$ cat src/rtl/pc_control_unit.sv
// rtl/pc_control_unit.sv - program counter and FETCH/DECODE/EXECUTE sequencer for the 8-bit accumulator CPU
//
// Ports:
//   clk, rst_n        clock, asynchronous active-low reset
//   run               lets the sequencer leave IDLE
//   ins_val           instruction word read from instruction memory at prog_count
//   acc_zero          accumulator-is-zero flag, used by conditional jumps in EXECUTE
//   reg_rdata         register-file read data; low bits are the register jump target
//   prog_count        instruction memory address
//   reg_addr, imm     operand field of the instruction register
//   alu_op, acc_src   datapath selects, meaningful while acc_we is high
//   acc_we, reg_we    one-cycle write strobes issued in EXECUTE
//   halted            machine stopped on HALT
//   state             00 IDLE, 01 FETCH, 10 DECODE, 11 EXECUTE or HALT
module pc_control_unit #(
    parameter int word_size  = 8,
    parameter int index_size = 4
) (
    input  logic                  clk,
    input  logic                  rst_n,
    input  logic                  run,
    input  logic [word_size-1:0]  ins_val,
    input  logic                  acc_zero,
    input  logic [word_size-1:0]  reg_rdata,
    output logic [index_size-1:0] prog_count,
    output logic [index_size-1:0] reg_addr,
    output logic [index_size-1:0] imm,
    output logic [1:0]            alu_op,
    output logic                  acc_we,
    output logic [1:0]            acc_src,
    output logic                  reg_we,
    output logic                  halted,
    output logic [1:0]            state
);

    typedef enum logic [2:0] {
        S_IDLE    = 3'd0,
        S_FETCH   = 3'd1,
        S_DECODE  = 3'd2,
        S_EXECUTE = 3'd3,
        S_HALT    = 3'd4
    } state_t;

    localparam logic [index_size-1:0] PC_ONE = index_size'(1);

    localparam logic [3:0] OP_ADD    = 4'b0001;
    localparam logic [3:0] OP_SUB    = 4'b0010;
    localparam logic [3:0] OP_NOR    = 4'b0011;
    localparam logic [3:0] OP_LDREG  = 4'b0100;
    localparam logic [3:0] OP_STREG  = 4'b0101;
    localparam logic [3:0] OP_JZREG  = 4'b0110;
    localparam logic [3:0] OP_JZIMM  = 4'b0111;
    localparam logic [3:0] OP_SHL    = 4'b1011;
    localparam logic [3:0] OP_SHR    = 4'b1100;
    localparam logic [3:0] OP_LDIMM  = 4'b1101;
    localparam logic [3:0] OP_HALT   = 4'b1111;

    state_t                  state_q, state_d;
    logic [index_size-1:0]   pc_q, pc_d;
    logic [word_size-1:0]    ir_q, ir_d;

    logic [3:0]              opcode;
    logic [index_size-1:0]   operand;

    // Only the low bits of reg_rdata form a jump target.
    logic                    unused_rdata_hi;
    assign unused_rdata_hi = ^reg_rdata[word_size-1:index_size];

    assign opcode  = ir_q[word_size-1 -: 4];
    assign operand = ir_q[index_size-1:0];

    always_ff @(posedge clk or negedge rst_n) begin
        if (!rst_n) begin
            state_q <= S_IDLE;
            pc_q    <= '0;
            ir_q    <= '0;
        end else begin
            state_q <= state_d;
            pc_q    <= pc_d;
            ir_q    <= ir_d;
        end
    end

    // Next state and PC; reads inputs only to form registered values.
    always_comb begin
        state_d = state_q;
        pc_d    = pc_q;
        ir_d    = ir_q;
        unique case (state_q)
            S_IDLE: begin
                if (run) state_d = S_FETCH;
            end
            S_FETCH: begin
                ir_d    = ins_val;
                state_d = S_DECODE;
            end
            S_DECODE: begin
                state_d = S_EXECUTE;
            end
            S_EXECUTE: begin
                state_d = S_FETCH;
                pc_d    = pc_q + PC_ONE;
                unique case (opcode)
                    OP_JZREG: if (acc_zero) pc_d = reg_rdata[index_size-1:0];
                    OP_JZIMM: if (acc_zero) pc_d = operand;
                    OP_HALT: begin
                        state_d = S_HALT;
                        pc_d    = pc_q;
                    end
                    default: ;
                endcase
            end
            S_HALT: ;
            default: state_d = S_IDLE;
        endcase
    end

    // Strobes are a function of state and IR only, so no input reaches an output.
    always_comb begin
        acc_we  = 1'b0;
        reg_we  = 1'b0;
        alu_op  = 2'b00;
        acc_src = 2'b00;
        if (state_q == S_EXECUTE) begin
            unique case (opcode)
                OP_ADD:   begin alu_op = 2'b00; acc_we = 1'b1; end
                OP_SUB:   begin alu_op = 2'b01; acc_we = 1'b1; end
                OP_NOR:   begin alu_op = 2'b10; acc_we = 1'b1; end
                OP_LDREG: begin alu_op = 2'b11; acc_we = 1'b1; end
                OP_STREG: reg_we = 1'b1;
                OP_SHL:   begin acc_src = 2'b10; acc_we = 1'b1; end
                OP_SHR:   begin acc_src = 2'b11; acc_we = 1'b1; end
                OP_LDIMM: begin acc_src = 2'b01; acc_we = 1'b1; end
                default: ;
            endcase
        end
    end

    always_comb begin
        unique case (state_q)
            S_IDLE:   state = 2'b00;
            S_FETCH:  state = 2'b01;
            S_DECODE: state = 2'b10;
            default:  state = 2'b11;
        endcase
    end

    assign halted     = (state_q == S_HALT);
    assign prog_count = pc_q;
    assign reg_addr   = operand;
    assign imm        = operand;

endmodule

$ cat config.mk
export PLATFORM = sky130hd
export DESIGN_NAME = pc_control_unit
export DESIGN_NICKNAME = d
export VERILOG_FILES = /design/src/rtl/pc_control_unit.sv
export SDC_FILE = /design/constraint.sdc
export NUM_CORES = 1
export LEC_CHECK = 0
export ABC_AREA = 1
export CAP_MARGIN = 5
export CORE_AREA = 2 2 52 54
export CTS_CLUSTER_DIAMETER = 50
export DETAILED_ROUTE_END_ITERATION = 8
export DIE_AREA = 0 0 54 56
export PLACE_DENSITY_LB_ADDON = 0.05
export SLEW_MARGIN = 40
export SYNTH_ARGS = -nofsm -noshare
export SYNTH_HDL_FRONTEND = slang
export SYNTH_SLANG_ARGS = --single-unit
$ cat constraint.sdc
create_clock -name clk -period 1.6 [get_ports clk]
set_input_delay 0.16 -clock clk [delete_from_list [all_inputs] [get_ports clk]]
set_output_delay 0.16 -clock clk [all_outputs]
set_load 0.02 [all_outputs]
# Word-level counts from Yosys, hierarchy flattened
# Cells that the tools add are included.
# word_totals
output_inout_bits	21
word_cells	41
register_bits	15
# classes
n_eq_ne	16
add_sub_neg	1
bitwise_logic	2
reduce_logical	4
mux	15
# op_table
cell	count
case mux 2 bit (3 select lines)	3
== test 4 x 3 -> 1 bit, second input constant	4
== test 4 bit, second input constant	4
case mux 3 bit (5 select lines)	1
case mux 4 bit (3 select lines)	1
== test 4 x 2 -> 1 bit, second input constant	2
two-way mux 4 bit	2
OR reduction 7 bit	1
== test 3 x 2 -> 1 bit, second input constant	2
two-way mux 3 bit	2
adder 4 x 1 -> 4 bit, second input constant	1
== test 4 x 1 -> 1 bit, second input constant	1
two-way mux 1 bit	4
two-way mux 2 bit	2
AND reduction 2 bit	2
== test 3 x 1 -> 1 bit, second input constant	1
== test 3 bit, second input constant	1
zero test 3 bit	1
inequality test 2 bit, second input constant	1
NOT 1 bit	2

# Logic depth before layout (Yosys ltp)
# Gate-level depths: netlist of run 1.
# logic_depth
ltp_word	4
depth_mapped	10
mapped_depth_nobuf	10

# Least setup slack after synthesis of run 1
# No wires, ideal clock.
# synth_path
path_kind	register to output
from	reg state_q[2]
to	out reg_we
arrival_ps	1279
slack_ps	161
path_buffers	0
stages_incl_launch_ff	4
cell_sequence	dfrtp_1 -> inv_1 -> nand3_4 -> nor4_1
# synth_via
elab_chain_len	2
# synth_rtl
element	line	text
start: declaration	58	state_t state_q, state_d;
start signal: assignment	78	state_q <= state_d;
== test 3 x 2 -> 1 bit	124	if (state_q == S_EXECUTE) begin
two-way mux 1 bit	124	
end: declaration	31	output logic reg_we,
# No other way between the ends.

# Worst setup path after layout of run 1
# layout_path
from	reg pc_q[0] (netlist: prog_count[0])
to	out prog_count[0]
# layout_rtl
element	line	text
start: declaration	59	logic [index_size-1:0] pc_q, pc_d;
start signal: assignment	79	pc_q <= pc_d;
end: declaration	25	output logic [index_size-1:0] prog_count,
# No word-level cell between the ends.

==> metrics.txt, run 1 <==
post-route antenna net violation count 0; status completed; Starting DRT DRC Count 20; final setup violating endpoints 0; buffer count from post-CTS setup fixing 0; net count after synthesis 155; layout cell share with drive strength beyond 1 22.7%; Inserted Clock Buffers 3; width of the die 54 um; via total after detailed routing 990; final worst path period share 96.7%; Total GRT Usage 17.7%; maximum frequency from static timing analysis 646 MHz; number of cells produced by synthesis 134; antenna cells 0; post-synthesis sequential area ratio 38.4%; Psw 1.38 mW; most common library cells after synthesis sky130_fd_sc_hd__nand2_1, sky130_fd_sc_hd__inv_1, sky130_fd_sc_hd__dfrtp_1, sky130_fd_sc_hd__nor2_1, sky130_fd_sc_hd__a21oi_1; count of unique library cells instantiated by Yosys 22; WL per Instance 11.2 um; detailed-placement wirelength estimate 1840 um; die outline height 56 um; Sinks on Clock Net 15; Crit-path slowest cell sky130_fd_sc_hd__clkdlybuf4s50_1; grt met3 use 5.65%; most repeated cell in the gate-level netlist after synthesis sky130_fd_sc_hd__nand2_1; last weighted congestion value of the routability-driven placer 0.783; CP Class flip-flop to output port; Detailed Routing Iterations Pass 1 4; number of enable flip-flop cells after synthesis 0; total detailed-routing wirelength 2360 um; CTS tree done; worst supply voltage drop on vdd 1270 uV; worst relative slew slack 80.2%; CP delay by family, top buffers and inverters; ys async rst share 100%; proportion of netlist area held by the largest area contributor 38.4%; final net count 203; effective utilization at floorplan 40.2%; Leakage Power 0.715 nW; largest net degree at the start of global routing 16; utilization of the core after routing 59.4%; met1 Use GR 24.0%; arrival time of the worst setup path 1390 ps; FF+latch count, synth 15; Post-CTS Hold Buffers 0; number of maximum-capacitance violations 0; power per unit of standard cell area 2060 nW/um2; clock root buffer sky130_fd_sc_hd__clkbuf_4; pin slew with the least headroom to its limit 296 ps; global-route layer with the greatest usage met2; total grt overflow 0; antenna violations before repair 0; path category of the worst min-delay check primary input to asynchronous set/reset pin; Critical Path End Type output port; fill cell total of the finished layout 231; cell area after technology mapping 977 um2; setup repair after global routing missed its margin yes; largest area contributor in the synthesized netlist sky130_fd_sc_hd__dfrtp_1; I/O pins 41; first-pass GRT wire length 4000 um; clock latency reported for the late side of the worst-skew pair 290 ps; Crit path largest cell delay 640 ps; routed vias/inst 4.69; total design power 2.97 mW; number of levels the H-tree was split into 1; area growth from synthesis to layout 47.9%; Worst Clk Skew 9.62 ps; post-route minimum period 1550 ps; total negative slack for setup checks 0 ps; Synth Area per Inst 7.29 um2; share of power burned in registers 26.5%; critical path startpoint category flip-flop; fraction of power consumed by the clock network 7.4%; buffers added on ports 36; final-report hold violation count 0; most used flip-flop cell after synthesis sky130_fd_sc_hd__dfrtp_1; number of instances resized during post-cts repair 24; post-detailed-route DRC marker count 0; number of global-route vias before repair 921; buffer and inverter count on the worst path 1; area of the die 3020 um2; largest cells by area after synthesis sky130_fd_sc_hd__dfrtp_1, sky130_fd_sc_hd__nand2_1, sky130_fd_sc_hd__buf_4; proportion of total power due to net switching 46.3%; std cell rows 18; Clock transition at path regs 90 ps; logic gate share of total power 66.2%; required time at the endpoint of the critical path 1440 ps; met2 capacity usage during global routing 26.3%; number of buffers between clock root and the deepest sink 2; pins over their slew limit 0; core area 2430 um2; cells along the critical path clkdlybuf4s50_1; Crit Path Max Fanout 6; cell internal pwr 1.60 mW; yosys warns 0
[area by class of cell]
type | count | area (um2) | share of cell area [%]
clock buffers | 4 | 26.3 | 1.82
well taps | 30 | 37.5 | 2.60
flip-flops and latches | 15 | 375 | 26.0
inverters | 17 | 63.8 | 4.42
multi-input cells | 92 | 479 | 33.2
repair buffers | 53 | 463 | 32.0
[cell usage in the layout (no fill, tap or decap), types with 2 or more instances in the layout]
| cell type | count |
|---|---|
| sky130_fd_sc_hd__clkbuf_4 | 3 |
| sky130_fd_sc_hd__nand2_2 | 3 |
| sky130_fd_sc_hd__o21ai_0 | 3 |
| sky130_fd_sc_hd__inv_2 | 3 |
| sky130_fd_sc_hd__inv_1 | 14 |
| sky130_fd_sc_hd__nand2_1 | 39 |
| sky130_fd_sc_hd__buf_2 | 2 |
| sky130_fd_sc_hd__dfrtp_1 | 15 |
| sky130_fd_sc_hd__mux2_2 | 4 |
| sky130_fd_sc_hd__buf_4 | 20 |
| sky130_fd_sc_hd__clkdlybuf4s50_1 | 27 |
| sky130_fd_sc_hd__dlygate4sd2_1 | 2 |
| sky130_fd_sc_hd__nand3_1 | 6 |
| sky130_fd_sc_hd__a21oi_1 | 10 |
| sky130_fd_sc_hd__nor2_1 | 15 |
[through the flow]
| stage | hold slack (ps) | instances | area, um2 | setup slack, ps |
|---|---|---|---|---|
| after global routing | 211 | 211 | 1450 | -35.2 |
| after CTS | 180 | 211 | 1430 | -137 |
| after floorplan | -136 | 134 | 977 | 161 |
| after global placement | 501 | 207 | 1430 | -62.1 |
| after detailed placement | 495 | 207 | 1430 | -107 |
| final | 180 | 211 | 1450 | 52.2 |
[worst register-to-register path, stage by stage (launching register included)]
cell and delay (ps):
sky130_fd_sc_hd__dfrtp_1 400, sky130_fd_sc_hd__inv_1 110, sky130_fd_sc_hd__nand3_4 120, sky130_fd_sc_hd__buf_4 170, sky130_fd_sc_hd__nor2_4 200, sky130_fd_sc_hd__inv_2 80
sky130_fd_sc_hd__a21oi_1 110, sky130_fd_sc_hd__a31oi_1 80
[registers in the layout, summed over array words and instances, names as in the netlist]
signal and flops:
prog_count 4, state_q 3, ir_q 8
[path summary, 6_finish.rpt]
path | slack [ps] | to | startpoint | cells past startpoint
max | 50 | prog_count[0] | prog_count[0]$_DFFE_PN0P_ | 1
min | 180 | prog_count[0]$_DFFE_PN0P_ | rst_n | 2
max reg2reg | 220 | prog_count[1]$_DFFE_PN0P_ | state_q[2]$_DFFE_PN0P_ | 7
min reg2reg | 560 | state_q[0]$_DFFE_PN0P_ | state_q[0]$_DFFE_PN0P_ | 1
max in group asynchronous | 1230 | ir_q[6]$_DFFE_PN0P_ | rst_n | 2
min in group clk | 440 | ir_q[4]$_DFFE_PN0P_ | ins_val[4] | 3
[routing by layer]
metal / share of wire, % / up-vias
met4: 1.1 / 0
met3: 5.1 / 4
met2: 48 / 29
li1: - / 513
met1: 46 / 444
met5: 0 / -
[cells by family (layout without fill, tap and decap cells)]
family	after synthesis	in the layout	synth area share, %
simple gates	68	68	30.3
buf+inv	27	74	14.0
compound gates	18	18	10.5
flops	15	15	38.4
mux	4	4	4.61
fa+ha+maj	1	1	1.28
xor+xnor	1	1	0.896
[power by group through the flow]
stage	logic, mW	registers [mW]	clock network, mW
6_report	1.97	0.787	0.219
5_1_grt	2.18	0.824	0.244
4_1_cts	1.97	0.783	0.232
3_5_place_dp	2.00	0.790	0
3_3_place_gp	1.98	0.782	0
2_1_floorplan	1.21	0.811	0
Power figures use the tool's default switching activity.
==> run 2, diff against run 1 <==
--- a/config.mk
+++ b/config.mk
@@ -11,6 +11,7 @@
 export CTS_CLUSTER_DIAMETER = 50
 export DETAILED_ROUTE_END_ITERATION = 8
 export DIE_AREA = 0 0 54 56
+export GPL_ROUTABILITY_DRIVEN = 0
 export PLACE_DENSITY_LB_ADDON = 0.05
 export SLEW_MARGIN = 40
 export SYNTH_ARGS = -nofsm -noshare
==> results of run 2 <==
No change in the layout: final DEF, timing and power equal those of run 1.
